`config.mk`:
```
export PLATFORM = sky130hd
export DESIGN_NAME = pwm_cmd_ctrl
export DESIGN_NICKNAME = d
export VERILOG_FILES = /design/src/rtl/pwm_cmd_pkg.sv /design/src/rtl/crc8_07.sv /design/src/rtl/pwm_cmd_ctrl.sv
export SDC_FILE = /design/constraint.sdc
export NUM_CORES = 1
export LEC_CHECK = 0
export CORE_ASPECT_RATIO = 0.7
export CORE_UTILIZATION = 40
export CTS_CLUSTER_DIAMETER = 100
export CTS_CLUSTER_SIZE = 25
export DETAILED_ROUTE_END_ITERATION = 10
export SETUP_SLACK_MARGIN = 0.15
export SYNTH_ARGS = -nofsm -noshare
export SYNTH_HDL_FRONTEND = slang
export SYNTH_SLANG_ARGS = --single-unit
```
`constraint.sdc`:
```
create_clock -name sys_clk -period 3.13 [get_ports sys_clk]
set_input_delay 0.626 -clock sys_clk [delete_from_list [all_inputs] [get_ports sys_clk]]
set_output_delay 0.626 -clock sys_clk [all_outputs]
set_load 0.01 [all_outputs]
```
`src/rtl/pwm_cmd_pkg.sv`:
```
// Shared constants, status codes, parser state type and CRC-8 (poly 0x07) byte step
// for the PWM command controller.
package pwm_cmd_pkg;

   localparam logic [7:0]  HDR       = 8'h55;
   localparam logic [7:0]  FTR       = 8'hAA;
   localparam int unsigned FRAME_LEN = 14;
   localparam int unsigned RESP_LEN  = 6;

   localparam logic [7:0]  FUNC_CFG  = 8'h01;
   localparam logic [7:0]  FUNC_EN   = 8'h02;

   localparam logic [7:0]  ST_OK     = 8'h00;
   localparam logic [7:0]  ST_CRC    = 8'h01;
   localparam logic [7:0]  ST_ARG    = 8'h02;

   typedef enum logic [2:0] {
      S_HUNT,
      S_RECV,
      S_CHECK,
      S_EXEC,
      S_RESP
   } state_t;

   // MSB-first CRC-8, polynomial 0x07, no reflection.
   function automatic logic [7:0] crc8_next(input logic [7:0] crc, input logic [7:0] data);
      logic [7:0] c;
      c = crc ^ data;
      for (int unsigned i = 0; i < 8; i++) begin
         c = c[7] ? ({c[6:0], 1'b0} ^ 8'h07) : {c[6:0], 1'b0};
      end
      return c;
   endfunction

endpackage

```
`src/rtl/crc8_07.sv`:
```
// Byte-serial CRC-8 (poly 0x07, init 0x00) accumulator; i_init clears, i_valid folds in a byte.
module crc8_07
   import pwm_cmd_pkg::*;
(
   input  logic       i_clk,
   input  logic       i_rst_n,
   input  logic       i_init,
   input  logic       i_valid,
   input  logic [7:0] i_data,
   output logic [7:0] o_crc
);

   logic [7:0] r_crc;

   always_ff @(posedge i_clk) begin
      if (!i_rst_n || i_init) begin
         r_crc <= '0;
      end else if (i_valid) begin
         r_crc <= crc8_next(r_crc, i_data);
      end
   end

   assign o_crc = r_crc;

endmodule

```
`src/rtl/pwm_cmd_ctrl.sv`:
```
// Host command parser: assembles 14-byte frames, checks footer/CRC/arguments,
// applies channel config or enable writes and returns a 6-byte status response.
module pwm_cmd_ctrl
   import pwm_cmd_pkg::*;
#(
   parameter int unsigned NUM_CH      = 6,
   parameter int unsigned CLK_FREQ    = 50000000,
   parameter int unsigned TIMEOUT_CYC = 50000
) (
   input  logic              sys_clk,
   input  logic              sys_rst_n,
   input  logic              rx_valid,
   input  logic [7:0]        rx_data,
   output logic [7:0]        tx_data,
   output logic              tx_valid,
   input  logic              tx_ready,
   output logic              cfg_wr,
   output logic [7:0]        cfg_ch,
   output logic [7:0]        cfg_duty,
   output logic [15:0]       cfg_dessert,
   output logic [7:0]        cfg_pulse_num,
   output logic [31:0]       cfg_pat,
   output logic [NUM_CH-1:0] ch_en,
   output logic [7:0]        err_crc_cnt
);

   // A zero timeout falls back to 1 ms at the system clock.
   localparam int unsigned TMO_LIMIT = (TIMEOUT_CYC == 0) ? CLK_FREQ / 1000 : TIMEOUT_CYC;
   localparam int unsigned TMO_W     = $clog2(TMO_LIMIT + 1);
   localparam logic [7:0]  CH_MAX    = 8'(NUM_CH);

   state_t            r_state;
   logic [3:0]        r_idx;
   logic [TMO_W-1:0]  r_tmo;
   logic [7:0]        r_frame [1:13];
   logic [7:0]        r_status;
   logic [2:0]        r_ridx;
   logic [7:0]        r_tx_data;
   logic              r_tx_valid;
   logic              r_cfg_wr;
   logic [7:0]        r_cfg_ch;
   logic [7:0]        r_cfg_duty;
   logic [15:0]       r_cfg_dessert;
   logic [7:0]        r_cfg_pulse_num;
   logic [31:0]       r_cfg_pat;
   logic [NUM_CH-1:0] r_ch_en;
   logic [7:0]        r_err;

   logic [7:0] w_crc_frm;
   logic [7:0] w_crc_rsp;
   logic [7:0] w_status;
   logic [2:0] w_resp_sel;
   logic [7:0] w_resp_byte;
   logic       w_frm_valid;
   logic       w_rsp_valid;
   logic [7:0] w_rsp_data;
   logic       w_hunt;

   assign w_hunt      = (r_state == S_HUNT);
   assign w_frm_valid = (r_state == S_RECV) && rx_valid && (r_idx <= 4'd11);
   // Response CRC covers reg_func and ch as they arrive, then the status decided in CHECK.
   assign w_rsp_valid = ((r_state == S_RECV) && rx_valid && (r_idx == 4'd1 || r_idx == 4'd2))
                      || (r_state == S_CHECK);
   assign w_rsp_data  = (r_state == S_CHECK) ? w_status : rx_data;

   crc8_07 u_crc_frame (
      .i_clk   (sys_clk),
      .i_rst_n (sys_rst_n),
      .i_init  (w_hunt),
      .i_valid (w_frm_valid),
      .i_data  (rx_data),
      .o_crc   (w_crc_frm)
   );

   crc8_07 u_crc_resp (
      .i_clk   (sys_clk),
      .i_rst_n (sys_rst_n),
      .i_init  (w_hunt),
      .i_valid (w_rsp_valid),
      .i_data  (w_rsp_data),
      .o_crc   (w_crc_rsp)
   );

   always_comb begin
      w_status = ST_OK;
      if (w_crc_frm != r_frame[12]) begin
         w_status = ST_CRC;
      end else if (r_frame[2] == 8'd0 || r_frame[2] > CH_MAX
                   || (r_frame[1] != FUNC_CFG && r_frame[1] != FUNC_EN)) begin
         w_status = ST_ARG;
      end
   end

   always_comb begin
      w_resp_sel = r_tx_valid ? r_ridx + 3'd1 : r_ridx;
      case (w_resp_sel)
         3'd0:    w_resp_byte = HDR;
         3'd1:    w_resp_byte = r_frame[1];
         3'd2:    w_resp_byte = r_frame[2];
         3'd3:    w_resp_byte = r_status;
         3'd4:    w_resp_byte = w_crc_rsp;
         default: w_resp_byte = FTR;
      endcase
   end

   always_ff @(posedge sys_clk) begin
      if (!sys_rst_n) begin
         r_state         <= S_HUNT;
         r_idx           <= '0;
         r_tmo           <= '0;
         for (int unsigned i = 1; i <= 13; i++) r_frame[i] <= '0;
         r_status        <= '0;
         r_ridx          <= '0;
         r_tx_data       <= '0;
         r_tx_valid      <= 1'b0;
         r_cfg_wr        <= 1'b0;
         r_cfg_ch        <= '0;
         r_cfg_duty      <= '0;
         r_cfg_dessert   <= '0;
         r_cfg_pulse_num <= '0;
         r_cfg_pat       <= '0;
         r_ch_en         <= '0;
         r_err           <= '0;
      end else begin
         r_cfg_wr <= 1'b0;
         case (r_state)
            S_HUNT: begin
               if (rx_valid && rx_data == HDR) begin
                  r_state <= S_RECV;
                  r_idx   <= 4'd1;
                  r_tmo   <= '0;
               end
            end
            S_RECV: begin
               if (rx_valid) begin
                  r_frame[r_idx] <= rx_data;
                  r_tmo          <= '0;
                  if (r_idx == 4'(FRAME_LEN - 1)) r_state <= S_CHECK;
                  else                            r_idx   <= r_idx + 4'd1;
               end else if (r_tmo == TMO_W'(TMO_LIMIT - 1)) begin
                  r_state <= S_HUNT;
               end else begin
                  r_tmo <= r_tmo + 1'b1;
               end
            end
            S_CHECK: begin
               if (r_frame[13] != FTR) begin
                  r_state <= S_HUNT;
               end else begin
                  r_status <= w_status;
                  if (w_status == ST_CRC && r_err != 8'hFF) r_err <= r_err + 8'd1;
                  r_state <= S_EXEC;
               end
            end
            S_EXEC: begin
               if (r_status == ST_OK) begin
                  if (r_frame[1] == FUNC_CFG) begin
                     r_cfg_wr        <= 1'b1;
                     r_cfg_ch        <= r_frame[2];
                     r_cfg_duty      <= r_frame[4];
                     r_cfg_dessert   <= {r_frame[5], r_frame[6]};
                     r_cfg_pulse_num <= r_frame[7];
                     r_cfg_pat       <= {r_frame[8], r_frame[9], r_frame[10], r_frame[11]};
                  end else begin
                     for (int unsigned i = 0; i < NUM_CH; i++) begin
                        if (r_frame[2] == 8'(i + 1)) r_ch_en[i] <= r_frame[3][0];
                     end
                  end
               end
               r_ridx  <= '0;
               r_state <= S_RESP;
            end
            S_RESP: begin
               // tx_valid stays high across bytes; the next byte is loaded on each handshake.
               if (!r_tx_valid) begin
                  r_tx_valid <= 1'b1;
                  r_tx_data  <= w_resp_byte;
               end else if (tx_ready) begin
                  if (r_ridx == 3'(RESP_LEN - 1)) begin
                     r_tx_valid <= 1'b0;
                     r_state    <= S_HUNT;
                  end else begin
                     r_ridx    <= r_ridx + 3'd1;
                     r_tx_data <= w_resp_byte;
                  end
               end
            end
            default: r_state <= S_HUNT;
         endcase
      end
   end

   assign tx_data       = r_tx_data;
   assign tx_valid      = r_tx_valid;
   assign cfg_wr        = r_cfg_wr;
   assign cfg_ch        = r_cfg_ch;
   assign cfg_duty      = r_cfg_duty;
   assign cfg_dessert   = r_cfg_dessert;
   assign cfg_pulse_num = r_cfg_pulse_num;
   assign cfg_pat       = r_cfg_pat;
   assign ch_en         = r_ch_en;
   assign err_crc_cnt   = r_err;

endmodule

```
==> results.toml <==
[clock_network]
cts_buffers = 13
post-cts-setup-buffers = 0
clk_transition_reported_paths_ps = 100
clock_latency_ps = 490
clock_path_buffers = 3
ctsHoldBuffers = 0
cts_tree = "yes"
cts_sinks = 237
cts-root-buf = "clkbuf_16"
cts_resized = 0
htreeDepth = 1

[timing]
fmax_mhz = 374
hold_violations = 0
period_share_pct = 85.4
relSlewSlack_pct = 46.7
tns_ps = 0
fin_crit_ps = 2670
tightest_slew_ps = 789
setup_viol = 0
fin_ws_ps = 456
hold_slack_ps = 459
fin_skew_ps = 23.7
slew_violations = 0
rsz0062_at_grt = "false"

[drt]
drc_errors = 0
via_count = 7615
drtPass1Iterations = 5
drt-total-wl_um = 24700
via_per_inst = 5.18
drt_iter0_markers = 518
drt-wirelength-per-cell_um = 16.8
antenna_left = 0

[finish]
n_antenna_cell = 0
syn_to_final_growth_pct = 17.2
fin_cells = 1470
final_nets = 1158
drive_gt1_share_pct = 6.11

[worst_setup_path]
worst_ep_arrival_time_ps = 3040
worstSetupStartpoint = "r_frame[1][3]"
worst-r2r-setup-slack_ps = 460
critPathLaunchType = "flip-flop"
end_kind = "flip-flop"
ff2ff_path_depth = 6
cp_max_fo = 73
path_class = "flip-flop to flip-flop"
r2r_start = "r_frame[1][3]"
critPathRequiredTime_ps = 3500

[placed_design]
portBuffers = 107
gp_congestion = 0.816
place_hpwl_um = 16700
dp_cells = 1448
place_ws_ps = 196

[run_status]
outcome = "completed"

[synth]
synthArstFlopShare_pct = 0
synth_cell_type_count = 60
synth_most_common_cell = "nand2_1"
syn_area_sq_um = 10400
netlist_instances = 1055
post-synth-top-area-cell = "edfxtp_1"
synthesis.nets = 1075
syn_avg_cell_area_sq_um = 9.84
netlist_top_cells_count = "207 x nand2_1, 140 x dfxtp_1, 104 x a21oi_1"
yosys_warnings = 0
yosysSeqAreaShare_pct = 55.1
ys.flop_type = "dfxtp_1"
synth_top_area_share_pct = 28.1
synth_area_leaders = "edfxtp_1 28%, dfxtp_1 27%, nand2_1 7.5%, a21oi_1 5.0%, and3_1 5.0%"
synth_seq_cells = 237
synth_edf_count = 97

[die]
die_area_sq_um = 26600
initial_core_util_pct = 41.4
core_sq_um = 25000
core.rowCount = 48
die_h_um = 137
fp.dieW_um = 195
pin_count = 108

[pwr]
powerDensity_nw_per_um2 = 440
clkPwrFrac_pct = 34.4
switching_share_pct = 22.5
irDropWorstVdd_v = 0.000263
p_total_w = 0.00535
pwr-share-seq_pct = 61.2
power_frac_comb_pct = 4.4
intPower_w = 0.00414
p_switching_w = 0.00120
leakagePower_nw = 4.42

[worst_hold_path]
hold_class = "flip-flop to flip-flop"
hp-start = "cfg_duty[4]"
holdPathStages = 2

[global_route]
use_met1_pct = 29.0
grt_pass1_vias = 6914
busiest_layer = "met1"
grt_use_total_pct = 18.6
grt_max_degree = 74
grt.met3_usage_pct = 2.88
use_met2_pct = 27.2
grt_first_pass_wirelength_um = 39100
grt.overflow.total = 0
antenna_found_initial = 1

[run]
cap_violations = 0
layer usage:
metal  routed length [um]  up-vias
met1                12500     3589
li1                     -     3830
met5                    0        -
met3                 1510       14
met4                  232        0
met2                10400      182
registers in the layout, indices dropped and copies added (netlist names), 4 cells and up:
| name | flops |
|---|---|
| u_crc_resp.o_crc | 8 |
| ch_en | 6 |
| r_tmo | 16 |
| cfg_ch | 8 |
| r_frame | 97 |
| tx_data | 8 |
| cfg_pulse_num | 8 |
| err_crc_cnt | 8 |
| cfg_duty | 8 |
| u_crc_frame.o_crc | 8 |
| r_idx | 4 |
| cfg_pat | 32 |
| cfg_dessert | 16 |
kinds of logic after synthesis:
group / after synthesis / synth area share [%]
compound gates: 176 / 9.78
xor+xnor: 64 / 5.96
fa+ha+maj: 8 / 0.965
buf+inv: 81 / 4.02
flops: 237 / 55.1
mux: 13 / 1.27
simple gates: 476 / 22.9
cell usage in the layout, fill, tap and decap left out, drive strengths merged, types with 9 or more instances in the layout:
cell           netlist  layout
nand2              207     207
dfxtp              140     140
a21oi              108     108
clkdlybuf4s50        0     107
edfxtp              97      97
and3                83      83
nor2                66      66
xnor2               34      34
buf                 18      34
o21ai               29      29
xor2                26      26
and2                22      22
clkbuf              55      20
nand3               19      19
or3                 17      17
mux2i               12      12
nor3                11      11
nand4               11      11
inv                  8       9
stage by stage:
step,cell area [sq um],utilization (%)
CTS,12200,48.6
finish,12200,48.6
detailed placement,11800,47.1
global placement,11800,47.1
floorplan,10400,-
global route,12200,48.6
layout make-up:
| class | count | area [sq um] |
|---|---|---|
| repair buffers | 141 | 1390 |
| clock inverters | 2 | 25.0 |
| fillers | 2345 | 12900 |
| flip-flops and latches | 237 | 5720 |
| clock buffers | 20 | 352 |
| inverters | 8 | 31.3 |
| well taps | 325 | 407 |
| multi-input cells | 737 | 4250 |
worst paths after layout:
| check | to |
|---|---|
| max | cfg_pat[1] |
| min | cfg_duty[4] |
| max reg2reg | cfg_pat[1] |
| min reg2reg | cfg_duty[4] |
worst max-delay path, cell delays in order (launching register included):
cell and delay, ps:
edfxtp_1 430, or4_4 540, or4_4 520, or4_2 590
buf_12 220, nand2_1 120, a21oi_1 70
power groups by stage:
stage | Clock (W) | Sequential [W] | Combinational, W
2_1_floorplan | 0 | 0.00333 | 0.000152
3_3_place_gp | 0 | 0.00334 | 0.000234
3_5_place_dp | 0 | 0.00334 | 0.000236
4_1_cts | 0.00187 | 0.00327 | 0.000237
5_1_grt | 0.00199 | 0.00328 | 0.000257
6_report | 0.00184 | 0.00327 | 0.000235
Power figures use the tool's default switching activity.
